`config.mk`:
```
export PLATFORM = sky130hd
export DESIGN_NAME = serial_word_capture
export DESIGN_NICKNAME = d
export VERILOG_FILES = /design/src/rtl/serial_word_capture.sv
export SDC_FILE = /design/constraint.sdc
export NUM_CORES = 1
export LEC_CHECK = 0
export CORE_MARGIN = 1.5
export CORE_UTILIZATION = 60
export DETAILED_ROUTE_END_ITERATION = 8
export GPL_TIMING_DRIVEN = 0
export PLACE_DENSITY_LB_ADDON = 0.15
export SETUP_SLACK_MARGIN = 0.02
export SLEW_MARGIN = 30
export SYNTH_ARGS = -nofsm -noshare
export SYNTH_HDL_FRONTEND = slang
export SYNTH_SLANG_ARGS = --single-unit
export TNS_END_PERCENT = 10
```
`constraint.sdc`:
```
create_clock -name clk -period 4.2 [get_ports clk]
set_input_delay 1.26 -clock clk [delete_from_list [all_inputs] [get_ports clk]]
set_output_delay 1.26 -clock clk [all_outputs]
set_load 0.02 [all_outputs]
```
`src/rtl/serial_word_capture.sv`:
```
// Serial word capture: deserializes an LSB-first bit stream into 16-bit words
// and stores each frame of NUM_WORDS words into a 16-entry capture memory.
module serial_word_capture #(
    parameter int WORD_W    = 16,
    parameter int NUM_WORDS = 10
) (
    input  logic              clk,
    input  logic              rst_n,
    input  logic              start,
    input  logic              abort,
    input  logic              bit_in,
    input  logic              bit_valid,
    input  logic [3:0]        rd_addr,
    output logic [WORD_W-1:0] rd_data,
    output logic [WORD_W-1:0] word_out,
    output logic              word_valid,
    output logic [3:0]        word_idx,
    output logic              busy,
    output logic              done,
    output logic              overrun
);

    typedef enum logic [1:0] {
        IDLE,
        CAPTURE,
        DONE
    } state_t;

    localparam logic [3:0] LAST_IDX = 4'(NUM_WORDS - 1);

    state_t            state_q, state_d;
    logic [3:0]        bitCnt_q, bitCnt_d;
    logic [WORD_W-1:0] shift_q, shift_d;
    logic [WORD_W-1:0] assembled;
    logic [3:0]        wordIdx_q, wordIdx_d;
    logic [WORD_W-1:0] wordOut_q, wordOut_d;
    logic              wordValid_q, wordValid_d;
    logic              overrun_q, overrun_d;
    logic              memWe;
    logic [WORD_W-1:0] mem_q [16];

    // assembled is the current word including this cycle's bit, so the
    // completing bit lands in memory on the same edge it is received.
    always_comb begin
        state_d     = state_q;
        bitCnt_d    = bitCnt_q;
        shift_d     = shift_q;
        wordIdx_d   = wordIdx_q;
        wordOut_d   = wordOut_q;
        wordValid_d = 1'b0;
        overrun_d   = overrun_q;
        memWe       = 1'b0;
        assembled   = shift_q;
        assembled[bitCnt_q] = bit_in;

        if (abort) begin
            state_d   = IDLE;
            bitCnt_d  = '0;
            shift_d   = '0;
            wordIdx_d = '0;
        end else begin
            case (state_q)
                IDLE, DONE: begin
                    if (start) begin
                        state_d   = CAPTURE;
                        bitCnt_d  = '0;
                        shift_d   = '0;
                        wordIdx_d = '0;
                        overrun_d = 1'b0;
                    end else if (bit_valid && state_q == DONE) begin
                        overrun_d = 1'b1;
                    end
                end
                CAPTURE: begin
                    if (bit_valid) begin
                        shift_d  = assembled;
                        bitCnt_d = bitCnt_q + 4'd1;
                        if (bitCnt_q == 4'd15) begin
                            memWe       = 1'b1;
                            wordOut_d   = assembled;
                            wordValid_d = 1'b1;
                            bitCnt_d    = '0;
                            shift_d     = '0;
                            if (wordIdx_q == LAST_IDX) begin
                                wordIdx_d = '0;
                                state_d   = DONE;
                            end else begin
                                wordIdx_d = wordIdx_q + 4'd1;
                            end
                        end
                    end
                end
                default: state_d = IDLE;
            endcase
        end
    end

    always_ff @(posedge clk or negedge rst_n) begin
        if (!rst_n) begin
            state_q     <= IDLE;
            bitCnt_q    <= '0;
            shift_q     <= '0;
            wordIdx_q   <= '0;
            wordOut_q   <= '0;
            wordValid_q <= 1'b0;
            overrun_q   <= 1'b0;
        end else begin
            state_q     <= state_d;
            bitCnt_q    <= bitCnt_d;
            shift_q     <= shift_d;
            wordIdx_q   <= wordIdx_d;
            wordOut_q   <= wordOut_d;
            wordValid_q <= wordValid_d;
            overrun_q   <= overrun_d;
        end
    end

    // Entries 10-15 are never addressed by the word counter and stay zero.
    always_ff @(posedge clk or negedge rst_n) begin
        if (!rst_n) begin
            for (int i = 0; i < 16; i++) begin
                mem_q[i] <= '0;
            end
        end else if (memWe) begin
            mem_q[wordIdx_q] <= assembled;
        end
    end

    assign rd_data    = mem_q[rd_addr];
    assign word_out   = wordOut_q;
    assign word_valid = wordValid_q;
    assign word_idx   = wordIdx_q;
    assign busy       = (state_q == CAPTURE);
    assign done       = (state_q == DONE);
    assign overrun    = overrun_q;

endmodule

```
; After elaboration in Yosys (flattened, before gate mapping)
; Cells that the tools add are included.
[totals]
word_cells = 89
register_bits = 300
input_bits = 10
[op_classes]
n_reduce_logical = 12
bitwise = 3
mux = 36
order_cmp = 5
n_eq_ne = 8
addsub = 2
[ops]
columns = cell, count
row1 = $bwmux W256, 1
row2 = $mux W16, 7
row3 = $bmux W16 S4, 1
row4 = $demux W16 S4, 1
row5 = $mux W4, 8
row6 = $pmux W16 S2, 1
row7 = $bwmux W16, 1
row8 = $pmux W4 S2, 2
row9 = $reduce_and A4 Y1, 3
row10 = $ge A5 B5 Y1 const B, 2
row11 = $mux W2, 5
row12 = $not A4 Y5, 2
row13 = $add A4 B1 Y4 const B, 2
row14 = $eq A4 B4 Y1 const B, 2
row15 = $mux W1, 7
row16 = $ne A3 B2 Y1 const B, 2
row17 = $ne A3 B3 Y1 const B, 2
row18 = $reduce_and A3 Y1, 2
row19 = $lt A4 B5 Y1 const B, 1
row20 = $lt A5 B1 Y1 const B, 1
row21 = $demux W1 S4, 1
row22 = $ge A4 B1 Y1 const B, 1
row23 = $pmux W2 S2, 1
row24 = $logic_and A1 B1 Y1, 3
row25 = 7 further kinds, 7

; Logic depth before layout (Yosys ltp)
[logic_depth]
depth_word = 9
ltp_mapped = 8

; Worst setup path after synthesis
; Ideal clock, no wire load.
[synth_path]
path_type = in2out
from = input port rd_addr[0]
to = output port rd_data[0]
required_ps = 2940
path_stages = 5
setup_slack_ps = 306
arrival_ps = 2634
path_buffers = 2
path_cell_list = buf_2 -> buf_2 -> mux4_2 -> a22oi_1 -> nand2_1
[synth_between]
elab_chain_cells = 4
[synth_lines]
columns = item, line_no
row1 = start: declaration, 13  ; input logic [3:0] rd_addr,
row2 = $not A4 Y5 (not written as such), 129  ; assign rd_data = mem_q[rd_addr];
row3 = $bmux W16 S4, 129
row4 = $mux W16 (not written as such) (2 in a row), 129
row5 = end: declaration, 14  ; output logic [WORD_W-1:0] rd_data,
; No other way between the ends. The select of a mux whose other input is x is not followed.

; Worst setup path in the final report
[layout_path]
from = input port rd_addr[0]
to = output port rd_data[15]
; The elaborated chain is that of the path after synthesis.

==> results.cfg <==
[detailed_routing]
drtAntennaViolNets = 0
wl_per_cell_um = 26.1
via_per_inst = 6.47
drt_iter0_markers = 966
wl_mm = 41.4
drc = 0
drt-pass1-iter-count = 7
vias = 10300

[floorplanning]
floorplan.io_pins = 50
coreArea_um2 = 22600
die_x_um = 155
die_area_um2 = 24000
start_util = 0.613
fp-row-count = 55
die_h_um = 155

[clock_tree]
clock_latency_ns = 0.56
clkSinkCount = 300
clockBufferDepth = 3
hold_buffers = 0
cts-buffers-inserted = 31
cts_tree = built
clkSlewWorstSetupHoldPaths_ns = 0.06
htree_levels = 1
clockRootBuffer = clkbuf_16

[pwr]
max-vdd-ir-drop_mv = 0.360
p_per_area_nw_per_um2 = 365
p_int_mw = 4.57
power.share.combinational = 0.049
pwr-share-clk = 0.458
seq_power_share = 0.493
leakagePower_nw = 7.52
p_switching_mw = 1.32
sw_frac_of_total = 0.224
power.total_mw = 5.89

[global_routing]
overflow = 0
grt_pass1_vias = 9910
grt_antenna_before_repair = 1
grt_usage = 0.356
grt_max_degree = 73
grt_pass1_wl_mm = 62.2

[synth]
syn_avg_cell_area_um2 = 11.6
ys_warn_count = 0
syn-num-nets = 1213
synthFlopType = dfrtp_1
yosysSeqAreaShare = 0.541
syn_inst = 1198
synth-edff-count = 0
synth_area_um2 = 13900
async_flop_share = 1.00
yosys_register_bits = 300
synthDistinctLibCells = 57

[sta]
hold_slack_ns = 0.479
slew_headroom = 0.306
fin_crit_ns = 4.22
skew_ns = 0.0133
finalMaxSlewViolations = 0
period_share = 1.00
worst_slack_ns = -0.0152
hold_violations = 0
tightest_slew_ns = 1.01
fmax_mhz = 237
setup_tns_ns = -0.0152
rsz0062_at_grt = no
setup_viol = 1

[place]
placed_cells = 1534
place_area_um2 = 14900
port_buffers = 47
place_congestion = 0.963
pre_cts_ws_ns = -0.994
detailed_place_hpwl_mm = 27.9

[outcome]
outcome = finished, violations left
violations = negative setup slack

[min_path]
min_path_type = flip-flop to flip-flop

[flow_run]
max_cap_violations = 0

[worst_setup_path]
slowest_delay_ns = 0.51
crit_arrival_ns = 2.96
cp_cell_sequence = buf_12, buf_12, mux4_2, a22oi_1, nand2_1, dlygate4sd2_1
cp_slowest_cell = mux4_2
cp-start-kind = primary input
worst_ep_required_time_ns = 2.94
endpoint_kind = output port
crit_top_cell = buf_12
path_class = primary input to output port
crit_path_max_fanout = 11

[finish]
finalInstanceArea_um2 = 16100
area_growth_pct = 16.1
utilization = 0.712
layout-drive-gt1-share = 0.248
fin_cells = 1590
nets = 1299
cell usage in the layout (no fill, tap or decap), types with 3 or more instances in the layout:
cell	netlist	layout
dfrtp_1	300	300
nor2_1	182	181
a21oi_1	179	179
nand2_1	114	114
mux4_2	64	64
o21ai_0	54	54
mux2_2	37	37
clkbuf_16	0	32
buf_2	37	31
buf_6	28	28
clkdlybuf4s50_1	0	28
clkbuf_1	24	20
a22oi_1	32	19
o21ai_1	17	17
mux2i_2	3	15
buf_4	11	14
dlygate4sd2_1	0	14
a22oi_2	0	13
o21ai_2	13	13
nor4_4	11	11
mux2_4	10	10
clkbuf_8	0	9
buf_12	0	7
clkbuf_4	0	7
nor2b_1	7	7
inv_1	6	6
clkinv_2	1	5
nand3_1	5	5
ha_1	5	5
nor3_1	4	4
buf_16	0	4
clkdlybuf4s15_2	0	3
path summary, 6_finish.rpt:
kind,start,endpoint,slack [ns],depth (start not counted)
max,rd_addr[0],rd_data[15],-0.02,6
min,word_out[13],word_out[13],0.48,2
max reg2reg,bitCnt_q[0],mem_q[159],1.42,6
min reg2reg,word_out[13],word_out[13],0.48,2
max in group asynchronous,rst_n,mem_q[188],2.25,4
min in group asynchronous,rst_n,shift_q[6],0.61,1
cell usage after synthesis (all sizes together) (2+ instances only):
cell type / instances / area share
a21oi: 179 / 0.065
a22oi: 32 / 0.017
and2: 2 / 0.00090
and3b: 2 / 0.0013
buf: 79 / 0.043
clkbuf: 24 / 0.0065
dfrtp: 300 / 0.54
ha: 5 / 0.0045
inv: 6 / 0.0016
mux2: 47 / 0.041
mux2i: 16 / 0.012
mux4: 64 / 0.10
nand2: 115 / 0.032
nand2b: 3 / 0.0015
nand3: 7 / 0.0043
nand4: 3 / 0.0024
nor2: 183 / 0.050
nor2b: 8 / 0.0038
nor3: 4 / 0.0014
nor4: 11 / 0.017
o21a: 2 / 0.0011
o21ai: 84 / 0.034
or2: 2 / 0.00090
or3: 2 / 0.0013
what timing repair did:
item	in CTS	in global routing
endpoints found under the hold margin	0	0
buffers inserted	0	1
endpoints found under the setup margin	16	16
gates resized for setup	82	16
gates cloned	0	1
pin swaps	0	3
cells by family after synthesis:
family,Yosys count,synth area share
AO/OA/AOI/OAI,306,0.124
XOR/XNOR,1,0.000631
adder cells (fa/ha/maj),5,0.00451
buffers and inverters,110,0.0513
flip-flops,300,0.541
multiplexers,127,0.157
AND/OR/NAND/NOR,349,0.122
power groups by stage:
stage	clock, mW	sequential [mW]	combinational, mW
after CTS	2.71	2.90	0.280
after detailed placement	0	2.96	0.264
final	2.70	2.90	0.288
after floorplan	0	2.96	0.128
after global routing	2.82	2.90	0.311
after global placement	0	2.96	0.246
layout make-up:
class / count / area, um2
Inverter: 7 / 27.5
Timing Repair Buffer: 53 / 607
Sequential cell: 300 / 7510
Buffer: 103 / 856
Tap cell: 285 / 357
Clock inverter: 8 / 95.1
Antenna cell: 1 / 2.50
Multi-Input combinational cell: 788 / 5780
Clock buffer: 45 / 888
Fill cell: 1584 / 6530
per-layer routing:
layer  share of wire  vias to the layer above  routed length [um]  GRT usage
li1                -                     4409                   -          -
met1            0.40                     5237               16400      0.492
met2            0.46                      518               19200      0.540
met3           0.094                      122                3880     0.0939
met4           0.048                        0                2000      0.150
met5               0                        -                   0          0
registers in the layout (all words and copies together) (netlist names):
| signal | cells |
|---|---|
| word_idx | 4 |
| overrun | 1 |
| bitCnt_q | 4 |
| shift_q | 16 |
| word_out | 16 |
| mem_q | 256 |
| state_q | 2 |
| word_valid | 1 |
critical path, delay by kind of cell:
kind,cells,cell delay [ns]
AND/OR/NAND/NOR,1,0.19
buffers and inverters,3,0.70
multiplexers,1,0.51
AO/OA/AOI/OAI,1,0.27
No activity file was read; power rests on OpenSTA's default activity.
